**src/rtl/ram256_arbiter_if.sv**
```systemverilog
// rtl/ram256_arbiter_if.sv - client and RAM port-0 bundle for the two-client RAM arbiter
interface ram256_arbiter_if;
  logic        req0, req1;
  logic        wr0, wr1;
  logic [3:0]  be0, be1;
  logic [7:0]  addr0, addr1;
  logic [31:0] wdata0, wdata1;
  logic        gnt0, gnt1;
  logic        rvalid0, rvalid1;
  logic [31:0] rdata0, rdata1;
  logic        init_done;
  logic        ram_en0;
  logic [3:0]  ram_we;
  logic [7:0]  ram_a0;
  logic [31:0] ram_di;
  logic [31:0] ram_do0;

  modport master (
    output req0, req1, wr0, wr1, be0, be1, addr0, addr1, wdata0, wdata1, ram_do0,
    input  gnt0, gnt1, rvalid0, rvalid1, rdata0, rdata1, init_done,
    input  ram_en0, ram_we, ram_a0, ram_di
  );

  modport slave (
    input  req0, req1, wr0, wr1, be0, be1, addr0, addr1, wdata0, wdata1, ram_do0,
    output gnt0, gnt1, rvalid0, rvalid1, rdata0, rdata1, init_done,
    output ram_en0, ram_we, ram_a0, ram_di
  );
endinterface

```
**src/rtl/ram256_arbiter.sv**
```systemverilog
// rtl/ram256_arbiter.sv - clears a 256-word RAM after reset, then round-robins two clients onto port 0
module ram256_arbiter (
  input logic             clk,
  input logic             rst,
  ram256_arbiter_if.slave bus
);
  typedef enum logic {INIT, RUN} state_t;

  state_t      state;
  logic [7:0]  clr_cnt;
  logic        last;      // 1 when client 1 held the most recent transfer
  logic        rv0_q, rv1_q;

  logic        run, g0, g1, xfer;
  logic        ram_en0, sel_wr;
  logic [3:0]  ram_we, sel_be;
  logic [7:0]  ram_a0, sel_addr;
  logic [31:0] ram_di, sel_wdata;

  assign run = (state == RUN) && !rst;
  assign g0  = run && bus.req0 && (!bus.req1 || last);
  assign g1  = run && bus.req1 && (!bus.req0 || !last);
  assign xfer = g0 || g1;

  assign sel_wr    = g1 ? bus.wr1    : bus.wr0;
  assign sel_be    = g1 ? bus.be1    : bus.be0;
  assign sel_addr  = g1 ? bus.addr1  : bus.addr0;
  assign sel_wdata = g1 ? bus.wdata1 : bus.wdata0;

  always_comb begin
    ram_en0 = 1'b0;
    ram_we  = 4'h0;
    ram_a0  = 8'h00;
    ram_di  = 32'h0;
    if (!rst && state == INIT) begin
      ram_en0 = 1'b1;
      ram_we  = 4'hF;
      ram_a0  = clr_cnt;
    end else if (xfer) begin
      ram_en0 = 1'b1;
      ram_we  = sel_wr ? sel_be : 4'h0;
      ram_a0  = sel_addr;
      ram_di  = sel_wdata;
    end
  end

  always_ff @(posedge clk) begin
    if (rst) begin
      state   <= INIT;
      clr_cnt <= 8'h00;
      last    <= 1'b1;
      rv0_q   <= 1'b0;
      rv1_q   <= 1'b0;
    end else begin
      case (state)
        INIT: begin
          clr_cnt <= clr_cnt + 8'h01;
          rv0_q   <= 1'b0;
          rv1_q   <= 1'b0;
          if (clr_cnt == 8'hFF) state <= RUN;
        end
        RUN: begin
          rv0_q <= g0 && !bus.wr0;
          rv1_q <= g1 && !bus.wr1;
          if (xfer) last <= g1;
        end
        default: state <= INIT;
      endcase
    end
  end

  // Read data is the RAM's registered output, only passed through alongside its RVALID
  assign bus.gnt0      = g0;
  assign bus.gnt1      = g1;
  assign bus.init_done = run;
  assign bus.rvalid0   = rv0_q && !rst;
  assign bus.rvalid1   = rv1_q && !rst;
  assign bus.rdata0    = bus.rvalid0 ? bus.ram_do0 : 32'h0;
  assign bus.rdata1    = bus.rvalid1 ? bus.ram_do0 : 32'h0;
  assign bus.ram_en0   = ram_en0;
  assign bus.ram_we    = ram_we;
  assign bus.ram_a0    = ram_a0;
  assign bus.ram_di    = ram_di;
endmodule

```
**src/flat_wrapper.sv**
```systemverilog
// flat-port wrapper written by rule: the top's interface ports become plain ports
module ram256_arbiter_flat 
  (clk, rst, bus_req0, bus_req1, bus_wr0, bus_wr1, bus_be0, bus_be1, bus_addr0, bus_addr1, bus_wdata0, bus_wdata1, bus_ram_do0, bus_gnt0, bus_gnt1, bus_rvalid0, bus_rvalid1, bus_rdata0, bus_rdata1, bus_init_done, bus_ram_en0, bus_ram_we, bus_ram_a0, bus_ram_di);
  ram256_arbiter_if bus_i ();
  input logic clk;
  input logic rst;
  input wire logic [$bits(bus_i.req0)-1:0] bus_req0;
  input wire logic [$bits(bus_i.req1)-1:0] bus_req1;
  input wire logic [$bits(bus_i.wr0)-1:0] bus_wr0;
  input wire logic [$bits(bus_i.wr1)-1:0] bus_wr1;
  input wire logic [$bits(bus_i.be0)-1:0] bus_be0;
  input wire logic [$bits(bus_i.be1)-1:0] bus_be1;
  input wire logic [$bits(bus_i.addr0)-1:0] bus_addr0;
  input wire logic [$bits(bus_i.addr1)-1:0] bus_addr1;
  input wire logic [$bits(bus_i.wdata0)-1:0] bus_wdata0;
  input wire logic [$bits(bus_i.wdata1)-1:0] bus_wdata1;
  input wire logic [$bits(bus_i.ram_do0)-1:0] bus_ram_do0;
  output wire logic [$bits(bus_i.gnt0)-1:0] bus_gnt0;
  output wire logic [$bits(bus_i.gnt1)-1:0] bus_gnt1;
  output wire logic [$bits(bus_i.rvalid0)-1:0] bus_rvalid0;
  output wire logic [$bits(bus_i.rvalid1)-1:0] bus_rvalid1;
  output wire logic [$bits(bus_i.rdata0)-1:0] bus_rdata0;
  output wire logic [$bits(bus_i.rdata1)-1:0] bus_rdata1;
  output wire logic [$bits(bus_i.init_done)-1:0] bus_init_done;
  output wire logic [$bits(bus_i.ram_en0)-1:0] bus_ram_en0;
  output wire logic [$bits(bus_i.ram_we)-1:0] bus_ram_we;
  output wire logic [$bits(bus_i.ram_a0)-1:0] bus_ram_a0;
  output wire logic [$bits(bus_i.ram_di)-1:0] bus_ram_di;
  assign bus_i.req0 = bus_req0;
  assign bus_i.req1 = bus_req1;
  assign bus_i.wr0 = bus_wr0;
  assign bus_i.wr1 = bus_wr1;
  assign bus_i.be0 = bus_be0;
  assign bus_i.be1 = bus_be1;
  assign bus_i.addr0 = bus_addr0;
  assign bus_i.addr1 = bus_addr1;
  assign bus_i.wdata0 = bus_wdata0;
  assign bus_i.wdata1 = bus_wdata1;
  assign bus_i.ram_do0 = bus_ram_do0;
  assign bus_gnt0 = bus_i.gnt0;
  assign bus_gnt1 = bus_i.gnt1;
  assign bus_rvalid0 = bus_i.rvalid0;
  assign bus_rvalid1 = bus_i.rvalid1;
  assign bus_rdata0 = bus_i.rdata0;
  assign bus_rdata1 = bus_i.rdata1;
  assign bus_init_done = bus_i.init_done;
  assign bus_ram_en0 = bus_i.ram_en0;
  assign bus_ram_we = bus_i.ram_we;
  assign bus_ram_a0 = bus_i.ram_a0;
  assign bus_ram_di = bus_i.ram_di;
  ram256_arbiter u_core (.clk(clk), .rst(rst), .bus(bus_i));
endmodule
```
**config.mk**
```make
export PLATFORM = sky130hd
export DESIGN_NAME = ram256_arbiter_flat
export DESIGN_NICKNAME = d
export VERILOG_FILES = /design/src/rtl/ram256_arbiter_if.sv /design/src/rtl/ram256_arbiter.sv /design/src/flat_wrapper.sv
export SDC_FILE = /design/constraint.sdc
export NUM_CORES = 1
export LEC_CHECK = 0
export BUFFER_PORTS_ARGS = -buffer_cell sky130_fd_sc_hd__buf_2
export CAP_MARGIN = 10
export CORE_AREA = 2 2 94 96
export CTS_CLUSTER_SIZE = 25
export DETAILED_ROUTE_END_ITERATION = 8
export DIE_AREA = 0 0 96 98
export PLACE_DENSITY = 0.67
export SYNTH_ARGS = -nofsm -noshare
export SYNTH_HDL_FRONTEND = slang
export SYNTH_SLANG_ARGS = --single-unit
```
**constraint.sdc**
```tcl
create_clock -name clk -period 1.2 [get_ports clk]
set_input_delay 0.12 -clock clk [delete_from_list [all_inputs] [get_ports clk]]
set_output_delay 0.12 -clock clk [all_outputs]
set_load 0.01 [all_outputs]
```
==> impl_metrics.yaml <==
clock_tree:
  clk_pin_slew_ns: 0.05
  ctsLongestPathBuffers: 2
  numCtsBuffers: 3
  clockRootBuffer: "clkbuf_8"
  htree_levels: 1
  clock-sinks: 12
  clock_latency_ns: 0.24
  cts_tree: "done"
worst_setup_path:
  crit_path_start_kind: "flop"
  cp.required_ns: 1.08
  cp.arrival_ns: 1.56
  r2r-end: "u_core.clr_cnt[7]$_SDFFE_PP0N_"
  worst-r2r-cell-count: 4
  path_max_fanout: 9
  endpoint_kind: "output pin"
  reg2reg_setup_slack_ns: -0.04
  reg2reg_from: "u_core.state$_SDFF_PP0_"
  crit_type: "reg -> out"
synth:
  synth-main-ff-cell: "dfxtp_1"
  synth-async-reset-ratio_pct: 0
  synthSimpleGateAreaFrac_pct: 41.4
  yosys.area_share.adder_pct: 0.674
  synth_top_area_cell: "and2_1"
  synth_seq_cells: 12
  muxShareOfSynthArea_pct: 4.85
  synth_nets: 413
  yosysTopAreaCellShare_pct: 21.6
  syn_avg_cell_area_sq_um: 6.49
  synth_top_family_by_area: "simple AND/OR/NAND/NOR gates"
  synth-edff-count: 0
  ys_top_cells_by_area: "and2_1 22%, dfxtp_1 13%, nand3_1 10%, a21oi_1 9.7%, o21ai_0 8.9%"
  syn_inst: 286
  synth_compound_area_share_pct: 28.2
  yosysSeqAreaShare_pct: 12.9
  ys_warn_count: 0
  synth.most_common_cell: "and2_1"
  yosys-top-cells-count: "64 x and2_1, 38 x nand3_1, 36 x a21oi_1"
  synth_cell_types: 37
  synthesis.area_sq_mm: 0.00186
  synthXorXnorAreaFrac_pct: 1.89
place:
  place_worst_setup_slack_ns: -0.246
  gp_congestion: 0.904
  port_buffers: 239
  hpwlAfterDp_mm: 7.25
  placed_area_sq_mm: 0.00359
detailed_routing:
  ant_nets: 0
  first_pass_iters: 4
  vias: 3330
  route.detailed.drc: 0
  routed_wl_mm: 11.5
  drt_iter0_drc: 85
  wl_per_cell_um: 17.0
  vias_per_cell: 4.94
global_route:
  track_usage_pct: 19.3
  grt_pass1_vias: 3068
  gr-total-overflow: 0
  antenna_found_initial: 1
  grt_max_degree: 30
  grt_pass1_wl_mm: 14.5
timing:
  hold_viol: 0
  fmax_mhz: 597
  whs_ns: 0.0736
  period_share_pct: 140
  worst_pin_slew_ns: 0.461
  min_period_ns: 1.68
  slew_viol_final: 0
  fin_worst_skew_ns: 0.00656
  setup_slack_ns: -0.476
  rsz0062_at_grt: "yes"
  max_slew_margin_pct: 69.2
  setup_viol: 115
floorplan:
  io_pins: 240
  placementRows: 34
  die_x_um: 96
  core_area_sq_mm: 0.00847
  die-area_sq_mm: 0.00941
  start_util_pct: 21.9
  die-height_um: 98
worst_hold_path:
  hold_end: "u_core.rv1_q$_SDFF_PP0_"
  hold_path_class: "in -> reg"
  hold_start: "bus_wr1"
  hold_depth: 2
status:
  run_status: "complete, but fails checks"
  violations: "setup timing"
power_and_ir_drop:
  total_power_mw: 1.49
  peakVddDrop_mv: 0.285
  p_leak_nw: 2.31
  powerDensity_mw_per_mm2: 309
final_layout:
  antenna_cells: 0
  fin_nets: 694
  syn2layout_area_growth_pct: 159
  drive_gt1_share_pct: 79.3
  final_area_sq_mm: 0.00482
job:
  drv_cap: 0
[registers in the layout, indices dropped and copies added, names as in the netlist]
name	cells
u_core.state	1
u_core.rv1_q	1
u_core.clr_cnt	8
u_core.rv0_q	1
u_core.last	1
[area by class of cell]
| class | count | area, sq um |
|---|---|---|
| multi-input combinational | 243 | 2050 |
| clock buffer | 4 | 55.1 |
| timing repair buffer | 304 | 2300 |
| tap | 108 | 135 |
| timing repair inverter | 1 | 6.26 |
| fill | 730 | 3650 |
| sequential | 12 | 251 |
| inverter | 2 | 15.0 |
[worst max path at each step]
stage / from / cells past startpoint / to
global route: u_core.last$_SDFFE_PP1P_ / 6 / bus_ram_a0[3]
finish: u_core.last$_SDFFE_PP1P_ / 6 / bus_ram_a0[5]
detailed placement: u_core.last$_SDFFE_PP1P_ / 5 / bus_ram_we[2]
floorplan: u_core.state$_SDFF_PP0_ / 6 / bus_ram_we[0]
global placement: bus_req1 / 7 / bus_ram_di[17]
CTS: u_core.last$_SDFFE_PP1P_ / 6 / bus_ram_a0[7]
[report_power, final]
group | switching, mW | internal (mW)
Sequential | 0.00981 | 0.404
Combinational | 0.302 | 0.328
Clock | 0.155 | 0.290
[critical path: stages (launching register included)]
cell	delay, ns
dfxtp_4	0.36
a21bo_4	0.23
buf_12	0.15
buf_12	0.14
mux2i_1	0.11
o21ai_1	0.16
buf_2	0.17
[cell usage in the layout, fill, tap and decap left out, types with 5 or more instances in the layout]
cell type | netlist | final
buf_2 | 8 | 204
buf_6 | 5 | 48
and2_1 | 64 | 33
a21oi_2 | 0 | 32
and2_4 | 0 | 31
o21ai_2 | 1 | 26
buf_4 | 2 | 26
nand3_1 | 38 | 15
nand3_2 | 0 | 15
nand2_1 | 9 | 9
buf_12 | 0 | 9
nand3_4 | 0 | 8
mux2i_1 | 9 | 8
o21ai_1 | 12 | 8
clkbuf_16 | 0 | 8
nor2_1 | 7 | 7
o21ai_4 | 0 | 7
buf_8 | 1 | 7
dfxtp_1 | 12 | 7
o21ai_0 | 33 | 5
[kinds of logic (layout without fill, tap and decap cells)]
kind of cell,count (synthesis),count (layout)
simple gates,135,135
compound gates,94,94
buf+inv,31,311
flops,12,12
mux,9,9
xor+xnor,4,4
fa+ha+maj,1,1
[per-layer routing]
metal,vias up,part of all wire [%],GRT usage (%)
met5,-,0,0
met4,0,2.2,4.84
met3,19,6.6,2.39
met2,169,54,38.5
met1,1570,37,20.6
li1,1572,-,-
[through the flow]
step / setup TNS (ns) / util, % / instances
after floorplan: -0.768 / - / 286
after global placement: -5.90 / 42.4 / 638
after detailed placement: -7.11 / 42.4 / 638
after CTS: -26.54 / 48.4 / 657
after global routing: -31.25 / 56.9 / 674
final: -25.22 / 56.9 / 674
[timing repair]
action / CTS / global route
pin swaps: 6 / 47
setup buffers: 8 / 11
resized for setup: 81 / 120
cloned: 7 / 13
endpoints found under the hold margin: 0 / 0
endpoints found under the setup margin: 116 / 119
hold buffers: 0 / 0
Power figures use the tool's default switching activity.
